### config.mk
export PLATFORM = sky130hd
export DESIGN_NAME = mitchell_log2_pipe
export DESIGN_NICKNAME = d
export VERILOG_FILES = /design/src/rtl/mitchell_log2_pipe.sv
export SDC_FILE = /design/constraint.sdc
export NUM_CORES = 1
export LEC_CHECK = 0
export BUFFER_PORTS_ARGS = -buffer_cell sky130_fd_sc_hd__buf_2
export CORE_MARGIN = 1
export CORE_UTILIZATION = 50
export CTS_BUF_LIST = sky130_fd_sc_hd__clkbuf_4
export DETAILED_ROUTE_END_ITERATION = 10
export MAX_ROUTING_LAYER = met4
export PLACE_DENSITY_LB_ADDON = 0.2
export SYNTH_ARGS = -nofsm -noshare
export SYNTH_HDL_FRONTEND = slang
export SYNTH_SLANG_ARGS = --single-unit
### constraint.sdc
create_clock -name clk -period 1.92 [get_ports clk]
set_clock_uncertainty 0.15 [all_clocks]
set_input_delay 0.288 -clock clk [delete_from_list [all_inputs] [get_ports clk]]
set_output_delay 0.288 -clock clk [all_outputs]
set_load 0.03 [all_outputs]
### src/rtl/mitchell_log2_pipe.sv
// Three-stage Mitchell log2 approximation: leading-one detect, then linear fraction.
// Output is {k, frac} in unsigned Q(INT_WIDTH.FRAC_WIDTH) with a valid/ready handshake.
module mitchell_log2_pipe #(
  parameter int DATA_WIDTH = 16,
  parameter int FRAC_WIDTH = 8,
  parameter int INT_WIDTH  = $clog2(DATA_WIDTH)
) (
  input  logic                          clk,
  input  logic                          rst,
  input  logic [DATA_WIDTH-1:0]         in_data,
  input  logic                          in_valid,
  output logic                          in_ready,
  output logic [INT_WIDTH+FRAC_WIDTH-1:0] log_out,
  output logic                          zero_flag,
  output logic                          out_valid,
  input  logic                          out_ready
);

  localparam int EXT_WIDTH = DATA_WIDTH + FRAC_WIDTH;

  // Priority encoder: index of the highest set bit, 0 for an all-zero sample.
  function automatic logic [INT_WIDTH-1:0] msb_index(input logic [DATA_WIDTH-1:0] x);
    logic [INT_WIDTH-1:0] k;
    k = {INT_WIDTH{1'b0}};
    for (int i = 0; i < DATA_WIDTH; i++) begin
      if (x[i]) begin
        k = INT_WIDTH'(i);
      end else begin
        k = k;
      end
    end
    return k;
  endfunction

  // frac = (x - 2^k) * 2^F / 2^k, truncated; covers both shift directions in one path.
  function automatic logic [FRAC_WIDTH-1:0] calc_frac(input logic [DATA_WIDTH-1:0] x,
                                                      input logic [INT_WIDTH-1:0]  k);
    logic [EXT_WIDTH-1:0] m_ext;
    m_ext = {{FRAC_WIDTH{1'b0}}, x} & ~({{(EXT_WIDTH-1){1'b0}}, 1'b1} << k);
    m_ext = (m_ext << FRAC_WIDTH) >> k;
    return m_ext[FRAC_WIDTH-1:0];
  endfunction

  logic                  stall_s;
  logic                  s1_valid_r;
  logic [DATA_WIDTH-1:0] s1_data_r;
  logic                  s2_valid_r;
  logic [DATA_WIDTH-1:0] s2_data_r;
  logic [INT_WIDTH-1:0]  s2_k_r;
  logic                  s2_zero_r;

  assign stall_s  = out_valid & ~out_ready;
  assign in_ready = ~stall_s;

  // Lockstep pipeline advance; every stage holds while the output is stalled.
  always_ff @(posedge clk or posedge rst) begin
    if (rst) begin
      s1_valid_r <= 1'b0;
      s1_data_r  <= {DATA_WIDTH{1'b0}};
      s2_valid_r <= 1'b0;
      s2_data_r  <= {DATA_WIDTH{1'b0}};
      s2_k_r     <= {INT_WIDTH{1'b0}};
      s2_zero_r  <= 1'b0;
      out_valid  <= 1'b0;
      log_out    <= {(INT_WIDTH+FRAC_WIDTH){1'b0}};
      zero_flag  <= 1'b0;
    end else if (!stall_s) begin
      s1_valid_r <= in_valid;
      if (in_valid) begin
        s1_data_r <= in_data;
      end else begin
        s1_data_r <= s1_data_r;
      end
      s2_valid_r <= s1_valid_r;
      s2_data_r  <= s1_data_r;
      s2_k_r     <= msb_index(s1_data_r);
      s2_zero_r  <= (s1_data_r == {DATA_WIDTH{1'b0}});
      out_valid  <= s2_valid_r;
      log_out    <= {s2_k_r, calc_frac(s2_data_r, s2_k_r)};
      zero_flag  <= s2_zero_r;
    end else begin
      s1_valid_r <= s1_valid_r;
      s1_data_r  <= s1_data_r;
      s2_valid_r <= s2_valid_r;
      s2_data_r  <= s2_data_r;
      s2_k_r     <= s2_k_r;
      s2_zero_r  <= s2_zero_r;
      out_valid  <= out_valid;
      log_out    <= log_out;
      zero_flag  <= zero_flag;
    end
  end

endmodule

* After elaboration in Yosys (flattened, before gate mapping)
Index checks and enable logic that the tools add are counted.
W data, S select, Z words.
** Word-level totals
- Bits in registers :: 53
- Input port bits :: 20
- Output and inout port bits :: 15
- Logic and storage cells :: 33
** Cells by class
- Shift operators :: 2
- Multiplexer cells :: 15
- Bitwise operators :: 5
- Reduce and logical (&&, ||, !) cells :: 2
** Operators with widths (number)
- $mux W4 :: 14
- $shr A24 B4 Y8 :: 1
- $and A16 B16 Y16 :: 1
- $logic_not A16 Y1 :: 1
- $not A16 Y16 :: 1
- $shl A1 B4 Y16 const A :: 1
- $not A1 Y1 :: 2
- $reduce_and A2 Y1 :: 1
- $and A1 B1 Y1 :: 1
- $mux W1 :: 1

* Logic depth before layout (Yosys ltp)
Gate-level depths: netlist of run 1.
- Word-level depth :: 15
- Gate-level depth with buffers :: 7
- Mapped depth without buffers :: 6

* Worst setup path after synthesis of run 1
Ideal clock, no wire load.
- Path kind :: register to register
- Start point :: register out_valid
- End point :: register s1_data_r[0]
- Setup time :: 0.125 ns
- Arrival time :: 1.504 ns
- Data required time :: 1.645 ns
- Slack :: 0.141 ns
- Stages on the path, launching flop included :: 6
- Path buffers :: 1
- Period minus slack after synthesis :: 1.779 ns
- Path through :: dfrtp_1 -> nor2b_1 -> inv_2 -> nand2_2 -> buf_2 -> mux2_2
** On the way
- Cells in the longest elaborated chain, start to end :: 3
** RTL lines
- start: declaration :: line 15 : output logic out_valid,
- start signal: assignment :: line 78 : out_valid <= s2_valid_r;
- start signal: assignment :: line 88 : out_valid <= out_valid;
- $and A1 B1 Y1 :: line 52 : assign stall_s = out_valid & ~out_ready;
- $not A1 Y1 (no source line)
- $reduce_and A2 Y1 (no source line)
- end signal: assignment :: line 59 : s1_data_r <= {DATA_WIDTH{1'b0}};
- end signal: assignment :: line 70 : s1_data_r <= in_data;
- end signal: assignment :: line 72 : s1_data_r <= s1_data_r;
- end: declaration :: line 46 : logic [DATA_WIDTH-1:0] s1_data_r;
No other way between the ends.
A chain may end at the register's enable or synchronous reset.

* Final worst setup path of run 1
- Start point :: register out_valid
- End point :: output port in_ready
** On the way
- Cells in the longest elaborated chain, start to end :: 2
** RTL lines
- $and A1 B1 Y1 :: line 52
- $not A1 Y1 (no source line)
- end: declaration :: line 12 : output logic in_ready,
No other way between the ends.

==> run metrics, run 1 <==
worst hold path cell count=3; Leak=~0.0015 uW; clk sink count=52; fmax=around 0.55 GHz; # rows=26; Die Footprint=5696 um2; Worst Hold Path EP=s1_valid_r; area grow syn2layout=20.68%; Hold WC Path Type=input pin to register; area of the mapped netlist=2699 um2; max cap viols=0; Startpoint Class=register; PortBufs=34; synth unique cells=44; Worst setup EP type=primary output; Post-DP Area=about 3000 um2; vias per inst=5.543; gpl congestion=0.8725; critical path class=register to primary output; Die Width=about 75 um; Design Area, Final=~3300 um2; post-route ant nets=0; DRC Markers=0; CP required=1.48 ns; die height=roughly 75 um; FF-to-FF Start=s2_k_r[0]; Synthesized Nets=279; RSZ-0062 raised after global routing=false; sequential share of the synthesized area=between 40% and 50%; largest net degree at the start of global routing=53; Arr. time, crit path=1.38 ns; Hold Violations, Final=0; CTS tree=yes; initial antenna violation count=0; detailed placer's ending HPWL=between 3 and 4 mm; routed vias=2123; CTS HTree Levels=2; Final Core Density=63.36%; deepest clock path buffer count=2; layout filler cell count=about 460; Placeable Area=5140 um2; CP Cell Sequence=nor2b_4, inv_2, buf_6, clkbuf_4; Worst R2R End=log_out[5]; Hold WS=0.2153 ns; hold_sp=in_valid; Num CTS Buffers=5; global-route wire length before repair=between 9 and 10 mm; Cells after Synth=259; I/O pin cnt=35; Antenna Cells=0; Overflow after GRT=0; power per cell area=1422 nW/um2; Fin Setup TNS=0 ns; min Tclk post-route=1.818 ns; First-pass DRT Iterations=4; layout cells sized above 1=25.88%; slew of the pin with the lowest slew margin=0.6156 ns; Crit path max-delay family=buffers and inverters; Synth area leaders=dfrtp_1 48%, nand2_1 9.2%, mux2_2 6.7%; Syn. warnings=0; Avg Cell Area, Syn=10.42 um2; maximum vdd drop=569.3 uV; Total GRT Usage=22.97%; final wirelength=5.799 mm; initial detailed-routing violation count=roughly 250; reg2reg setup slack=0.14 ns; WL/cell=about 15 um; Setup violations, final=0; Reg2Reg Depth=6; Starting Density=about 53%; Max FO, Critical Path=13; Root Buffer=clkbuf_4; clock latency on the worst-skew pair=0.36 ns; Final Slew Violations=0; Worst path slowest cell=dfrtp_1; share of the synthesized area in the top cell type=48.22%; Buf+Inv Stages, Crit Path=3; commonest non-fill, non-tap cell in the layout=nand2_1; Nets=334; fin crit share=94.69%; Slew headroom=58.58%; largest area contributor in the netlist=dfrtp_1; most frequent cells in the layout=66 x nand2_1, 51 x dfrtp_1, 33 x buf_2; vias in the first global route=1952; flops & latches, synth=52; Worst-path clk slew=approximately 0.14 ns; CP peak stage delay=0.40 ns; status=finished clean
-- state kept, by name, indices dropped and copies added (netlist names) --
register / flops
s2_zero_r: 1
s1_valid_r: 1
zero_flag: 1
out_valid: 1
s2_k_r: 4
s2_data_r: 15
s2_valid_r: 1
s1_data_r: 16
log_out: 12
-- through the flow --
step	total power (uW)	setup WS, ns	std cells
4_1_cts	4560	0.01839	380
6_report	4631	0.1019	383
3_3_place_gp	3910	0.1537	358
2_1_floorplan	3439	0.1411	259
5_1_grt	4971	0.008564	383
3_5_place_dp	3951	0.08050	358
-- cells in the mapped netlist (all sizes together) --
library cell,instances
buf,12
nand2b,3
nor3b,1
nand2,67
nor4,2
a21oi,8
a211oi,3
o211ai,1
mux4,8
nand3b,1
a31oi,5
dfrtp,52
o32a,1
o41ai,1
or4,1
nor2b,2
nand3,2
nor3,5
a2111oi,2
or2b,1
nor2,11
o32ai,1
o221ai,2
o22ai,1
o21bai,1
mux2i,16
nand4,1
clkbuf,3
inv,8
o31ai,3
a221oi,1
and2b,2
a22oi,2
mux2,16
o21ai,13
-- worst max path at each step --
stage	from	end	slack [ns]	cells after the start
3_3_place_gp	s2_k_r[0]	log_out[5]	0.15	6
5_1_grt	out_valid	in_ready	0.009	4
3_5_place_dp	s2_k_r[0]	log_out[5]	0.08	6
6_report	out_valid	in_ready	0.10	4
2_1_floorplan	out_valid	s1_data_r[0]	0.14	5
4_1_cts	out_valid	in_ready	0.02	4
-- cell type report --
class,instances,area (um2),share of cell area [%]
timing repair buffer,63,491.7,15.10
clock inverter,1,30.03,0.9220
multi-input combinational,184,1277,39.22
clock buffer,5,37.54,1.153
sequential,52,1303,39.99
inverter,8,30.03,0.9220
tap,70,87.58,2.689
-- kinds of logic (layout without fill, tap and decap cells) --
kind of cell | count (synthesis) | count (layout) | share of synthesized area [%]
and+or+nand+nor | 99 | 99 | 15.86
AOI/OAI and AO/OA | 45 | 45 | 11.17
buffers and inverters | 23 | 77 | 4.775
muxes | 40 | 40 | 19.98
DFF | 52 | 52 | 48.22
-- per-layer routing --
metal,vias up,routed length (um),track usage (%)
met5,-,0,-
met4,0,95,7.613
met3,8,226,3.175
met2,59,2824,35.42
met1,1031,2653,31.59
li1,1025,-,-
-- where the power goes --
group,internal [uW],total (uW),switching (uW)
clock,261,588,327
combinational,1040,2190,1150
sequential,1470,1850,385
-- worst min-delay path: stages --
cell	delay (ns)
buf_2	0.08
nand2_2	0.21
nand2_1	0.12
-- timing repair --
action,4_1_cts,5_1_grt
gates resized for setup,0,4
buffers inserted,0,1
hold buffers,16,1
endpoints found under the hold margin,67,1
endpoints found under the setup margin,0,3
No activity file was read; power rests on OpenSTA's default activity.
==> inputs of run 2 (changes only) <==
--- a/config.mk
+++ b/config.mk
@@ -8,7 +8,6 @@
 export BUFFER_PORTS_ARGS = -buffer_cell sky130_fd_sc_hd__buf_2
 export CORE_MARGIN = 1
 export CORE_UTILIZATION = 50
-export CTS_BUF_LIST = sky130_fd_sc_hd__clkbuf_4
 export DETAILED_ROUTE_END_ITERATION = 10
 export MAX_ROUTING_LAYER = met4
 export PLACE_DENSITY_LB_ADDON = 0.2
==> run 2 against run 1 <==
Global-route usage fell by 0.82 points; wire length shrank 5.3%; combinational power decreased by 3%; clock-buffer cell count unchanged; sequential power hardly changed; clock power grew 20%; critical endpoint is now log_out[5]; largest power group unchanged; highest routed layer unchanged.
==> run metrics, run 2 (synthesized netlist as in run 1, its figures left out) <==
vias per inst=5.637; WL/cell=approximately 15 um; Setup violations, final=0; Max FO, Critical Path=14; Leak=0.001475 uW; postcts setup bufs=0; Startpoint Class=register; CP required=approximately 2 ns; DP Cell Count=358; Placeable Area=5140 um2; Die Width=75.47 um; fin crit share=95.25%; power per cell area=between 1500 and 2000 nW/um2; fmax=0.5468 GHz; Hold Violations, Final=0; CTS HTree Levels=2; Design Area, Final=3114 um2; Worst path slowest cell=mux4_1; Largest register FFs=16; CP peak stage delay=0.59 ns; Reg2Reg Depth=6; global-route wire length before repair=9.080 mm; Antenna Cells=0; reg2reg setup slack=around 0.091 ns; critical path class=register to register; Final Slew Violations=0; area grow syn2layout=15.39%; vias in the first global route=1870; post-route ant nets=0; final non-filler cell total=366; Total GRT Usage=roughly 22%; DRC Markers=0; commonest non-fill, non-tap cell in the layout=nand2_1; Hold WC Path Type=input pin to register; First-pass DRT Iterations=4; Post-DP Area=2978 um2; deepest clock path buffer count=2; layout cells sized above 1=27.03%; layout filler cell count=468; biggest regs=s1_data_r x16, s2_data_r x15, log_out x12; Nets=about 320; slew of the pin with the lowest slew margin=0.5809 ns; clock latency on the worst-skew pair=0.30 ns; Root Buffer=clkbuf_8; Fin Setup TNS=0 ns; Starting Density=a little over half; gpl congestion=0.8725; Slew headroom=60.92%; Arr. time, crit path=roughly 1.9 ns; # rows=26; initial antenna violation count=0; worst hold path cell count=2; Worst-path clk slew=about 0.090 ns; I/O pin cnt=35; Worst setup EP type=register; largest net degree at the start of global routing=53; Num CTS Buffers=5; CTS tree=yes; Crit. path cell count=6; status=finished clean; CP Cell Sequence=buf_12, mux4_1, mux2i_1, nand2_1, o21ai_1, a21oi_1; Crit path max-delay family=multiplexers; Final Core Density=about 61%; clk sink count=between 50 and 60; FF/Latch Area=roughly 1300 um2; Top reg by flops=s1_data_r; Overflow after GRT=0; area of the multi-input gates=approximately 1300 um2; RSZ-0062 raised after global routing=false; maximum vdd drop=approximately 560 uV; Buf+Inv Stages, Crit Path=1; max cap viols=0; initial detailed-routing violation count=about 230; routed vias=~2100; Die Footprint=5696 um2; min Tclk post-route=about 1.8 ns; detailed placer's ending HPWL=roughly 3.8 mm; most frequent cells in the layout=66 x nand2_1, 51 x dfrtp_1, 34 x buf_2; PortBufs=34; die height=75.47 um; final wirelength=5.490 mm
-- run 2: cell count changes in the layout (fill, tap and decap cells not counted) --
cell           delta
buf_2             +1
dlygate4sd3_1    -16
clkbuf_8          +5
buf_6             -1
clkbuf_4          -6
-- run 2: stage by stage --
step                hold slack (ns)  setup slack [ns]  total power [uW]
CTS                         0.05383           0.07097              4672
global route                0.05711          0.008506              5052
global placement             0.2044            0.1537              3910
floorplan                    0.2800            0.1411              3439
detailed placement           0.2080           0.08050              3951
finish                      0.06502           0.09113              4698
-- run 2: final cells by class --
| cell class | instances | share of cell area (%) |
|---|---|---|
| Sequential cell | 52 | 41.82 |
| Multi-Input combinational cell | 184 | 41.02 |
| Timing Repair Buffer | 46 | 10.20 |
| Tap cell | 70 | 2.812 |
| Clock buffer | 5 | 2.210 |
| Clock inverter | 1 | 0.9642 |
| Inverter | 8 | 0.9642 |
-- run 2: report_power, final --
part	switching, uW	internal (uW)
Clock	333	374
Combinational	1130	1000
Sequential	393	1470
-- run 2: path summary, 6_finish.rpt --
| kind | from | to |
|---|---|---|
| worst max-delay path | s2_k_r[0] | log_out[5] |
| worst min-delay path | in_data[8] | s1_data_r[8] |
| worst max register to register | s2_k_r[0] | log_out[5] |
| worst min register to register | s2_valid_r | s2_valid_r |
| max in group asynchronous | rst | s2_k_r[0] |
| min in group asynchronous | rst | log_out[3] |
-- run 2: layer usage --
| layer | up-vias | GRT usage [%] | share of wire, % |
|---|---|---|---|
| li1 | 991 | - | - |
| met1 | 1001 | 30.74 | 46 |
| met2 | 64 | 33.04 | 47 |
| met3 | 7 | 3.968 | 4.5 |
| met4 | 0 | 7.613 | 1.7 |
| met5 | - | - | 0 |
-- run 2: timing repair --
item,CTS,global route
setup endpoints to repair,0,2
gates resized for setup,0,2
endpoints found under the hold margin,52,0
hold buffers,1,0
-- run 2: worst register-to-register path, stage by stage (launching register included) --
cell and delay, ns:
dfrtp_2 0.45, buf_12 0.17, mux4_1 0.59, mux2i_1 0.15
nand2_1 0.06, o21ai_1 0.07, a21oi_1 0.08
==> inputs of run 3 (changes only) <==
--- a/config.mk
+++ b/config.mk
@@ -10,7 +10,7 @@
 export CORE_UTILIZATION = 50
 export DETAILED_ROUTE_END_ITERATION = 10
 export MAX_ROUTING_LAYER = met4
-export PLACE_DENSITY_LB_ADDON = 0.2
+export PLACE_DENSITY_LB_ADDON = 0.3
 export SYNTH_ARGS = -nofsm -noshare
 export SYNTH_HDL_FRONTEND = slang
 export SYNTH_SLANG_ARGS = --single-unit
==> run 3 against run 2 <==
Final area grew 0.60%; die area is the same; largest power group unchanged; sequential share of layout area shrank 0.21 points; highest routed layer unchanged.
==> run metrics, run 3 (synthesized netlist as in run 1, its figures left out) <==
gpl congestion=0.8636; Worst setup EP type=primary output; Place WS=0.08368 ns; fmax=0.5539 GHz; setup ws final=0.1148 ns; Sw Pwr=1901 uW; Hold Violations, Final=0; DRC Markers=0; Fin Setup TNS=0 ns; final non-filler cell total=371; CTS tree=yes; Antenna Cells=0; Clk network pwr share=15.6%; routed wl met3=just over 200 um; post-route ant nets=0; # rows=26; min Tclk post-route=1.805 ns; hold_sp=in_data[15]; layout cells sized above 1=28.24%; fin crit share=94.02%; clk sink count=52; Num CTS Buffers=5; Crit path max-delay family=buffers and inverters; critical path class=register to primary output; CTS HTree Levels=2; Combinational Power Share=45.3%; clock latency on the worst-skew pair=between 0.3 and 0.4 ns; Die Footprint=~5700 um2; status=finished clean; Worst R2R End=log_out[5]; largest net degree at the start of global routing=36; CP Cell Sequence=nor2b_4, inv_2, buf_4, buf_2; die height=around 75 um; worst hold path cell count=2; CP peak stage delay=just under 0.4 ns; WL/cell=15.39 um; Total GRT Usage=a little under a quarter; vias per inst=5.558; initial detailed-routing violation count=181; commonest non-fill, non-tap cell in the layout=nand2_1; Final Slew Violations=0; Pwr Total=4765 uW; routed vias=2062; Die Width=around 75 um; initial antenna violation count=0; Leak=0.001492 uW; Largest register FFs=16; Worst Hold Path EP=s1_data_r[15]; deepest clock path buffer count=2; Top reg by flops=s1_data_r; Sw Ratio=39.90%; Setup violations, final=0; WL met2=between 2 and 3 mm; Worst-path clk slew=0.09 ns; global-route wire length before repair=9.397 mm; Internal=2864 uW; Top Layer Used=met4; layout filler cell count=between 400 and 500; Hold WC Path Type=input pin to register; Arr. time, crit path=1.37 ns; sequential fraction of design power=39.1%; DP Cell Count=360; Nets=320; Overflow after GRT=0; CP required=1.48 ns; Buf+Inv Stages, Crit Path=3; RSZ-0062 raised after global routing=false; Max FO, Critical Path=10; Root Buffer=clkbuf_8; final wirelength=around 5.7 mm; vias in the first global route=1902; FF-to-FF Start=s2_k_r[0]; maximum vdd drop=705.3 uV; detailed placer's ending HPWL=a little over 4 mm; power per cell area=1521 nW/um2; most frequent cells in the layout=66 x nand2_1, 50 x dfrtp_1, 34 x buf_2; WL met1=2.667 mm; Placeable Area=5140 um2; Worst path slowest cell=dfrtp_1; biggest regs=s1_data_r x16, s2_data_r x15, log_out x12; PortBufs=34; I/O pin cnt=35; area grow syn2layout=16.09%; Startpoint Class=register; reg2reg setup slack=0.16 ns; max cap viols=0; Hold WS=0.05677 ns; First-pass DRT Iterations=4; Reg2Reg Depth=6; Starting Density=between 50% and 60%; Slew headroom=70.62%; slew of the pin with the lowest slew margin=0.4296 ns
-- run 3: power groups by stage --
stage / Sequential [uW] / Clock [uW] / Combinational [uW]
finish: 1860 / 744 / 2160
CTS: 1850 / 770 / 2090
floorplan: 1990 / 0 / 1450
global route: 1920 / 809 / 2380
global placement: 1860 / 0 / 2040
detailed placement: 1880 / 0 / 2080
-- run 3: worst max-delay path by stage --
| stage | startpoint | endpoint | slack [ns] | cells past startpoint |
|---|---|---|---|---|
| floorplan | out_valid | s1_data_r[0] | 0.14 | 5 |
| global placement | s2_k_r[0] | log_out[7] | 0.15 | 4 |
| detailed placement | s2_k_r[0] | log_out[5] | 0.08 | 6 |
| CTS | s2_k_r[0] | log_out[5] | 0.07 | 6 |
| global route | out_valid | in_ready | 0.03 | 4 |
| finish | out_valid | in_ready | 0.11 | 4 |
-- run 3: metal layers --
layer / vias up / track usage [%]
li1: 1002 / -
met4: 0 / 11.32
met3: 12 / 4.630
met5: - / -
met2: 51 / 33.63
met1: 997 / 31.83
-- run 3: what timing repair did --
item                                    in CTS  in global routing
setup buffers                                0                  1
hold endpoints to repair                    19                  0
resized for setup                            0                  2
hold buffers                                 1                  0
endpoints found under the setup margin       0                  2
-- run 3: metrics by stage --
stage / area (um2) / util (%)
2_1_floorplan: 2699 / -
3_3_place_gp: 2980 / 57.98
3_5_place_dp: 2980 / 57.98
4_1_cts: 3098 / 60.27
5_1_grt: 3133 / 60.95
6_report: 3133 / 60.95
-- run 3: final cells by class --
class                           count  area, um2  share of cell area [%]
Multi-Input combinational cell    184       1276                   40.73
Clock buffer                        6      72.57                   2.316
Clock inverter                      2      35.03                   1.118
Sequential cell                    52       1304                   41.61
Timing Repair Buffer               49      327.8                   10.46
Tap cell                           70      87.58                   2.796
Inverter                            8      30.03                  0.9585
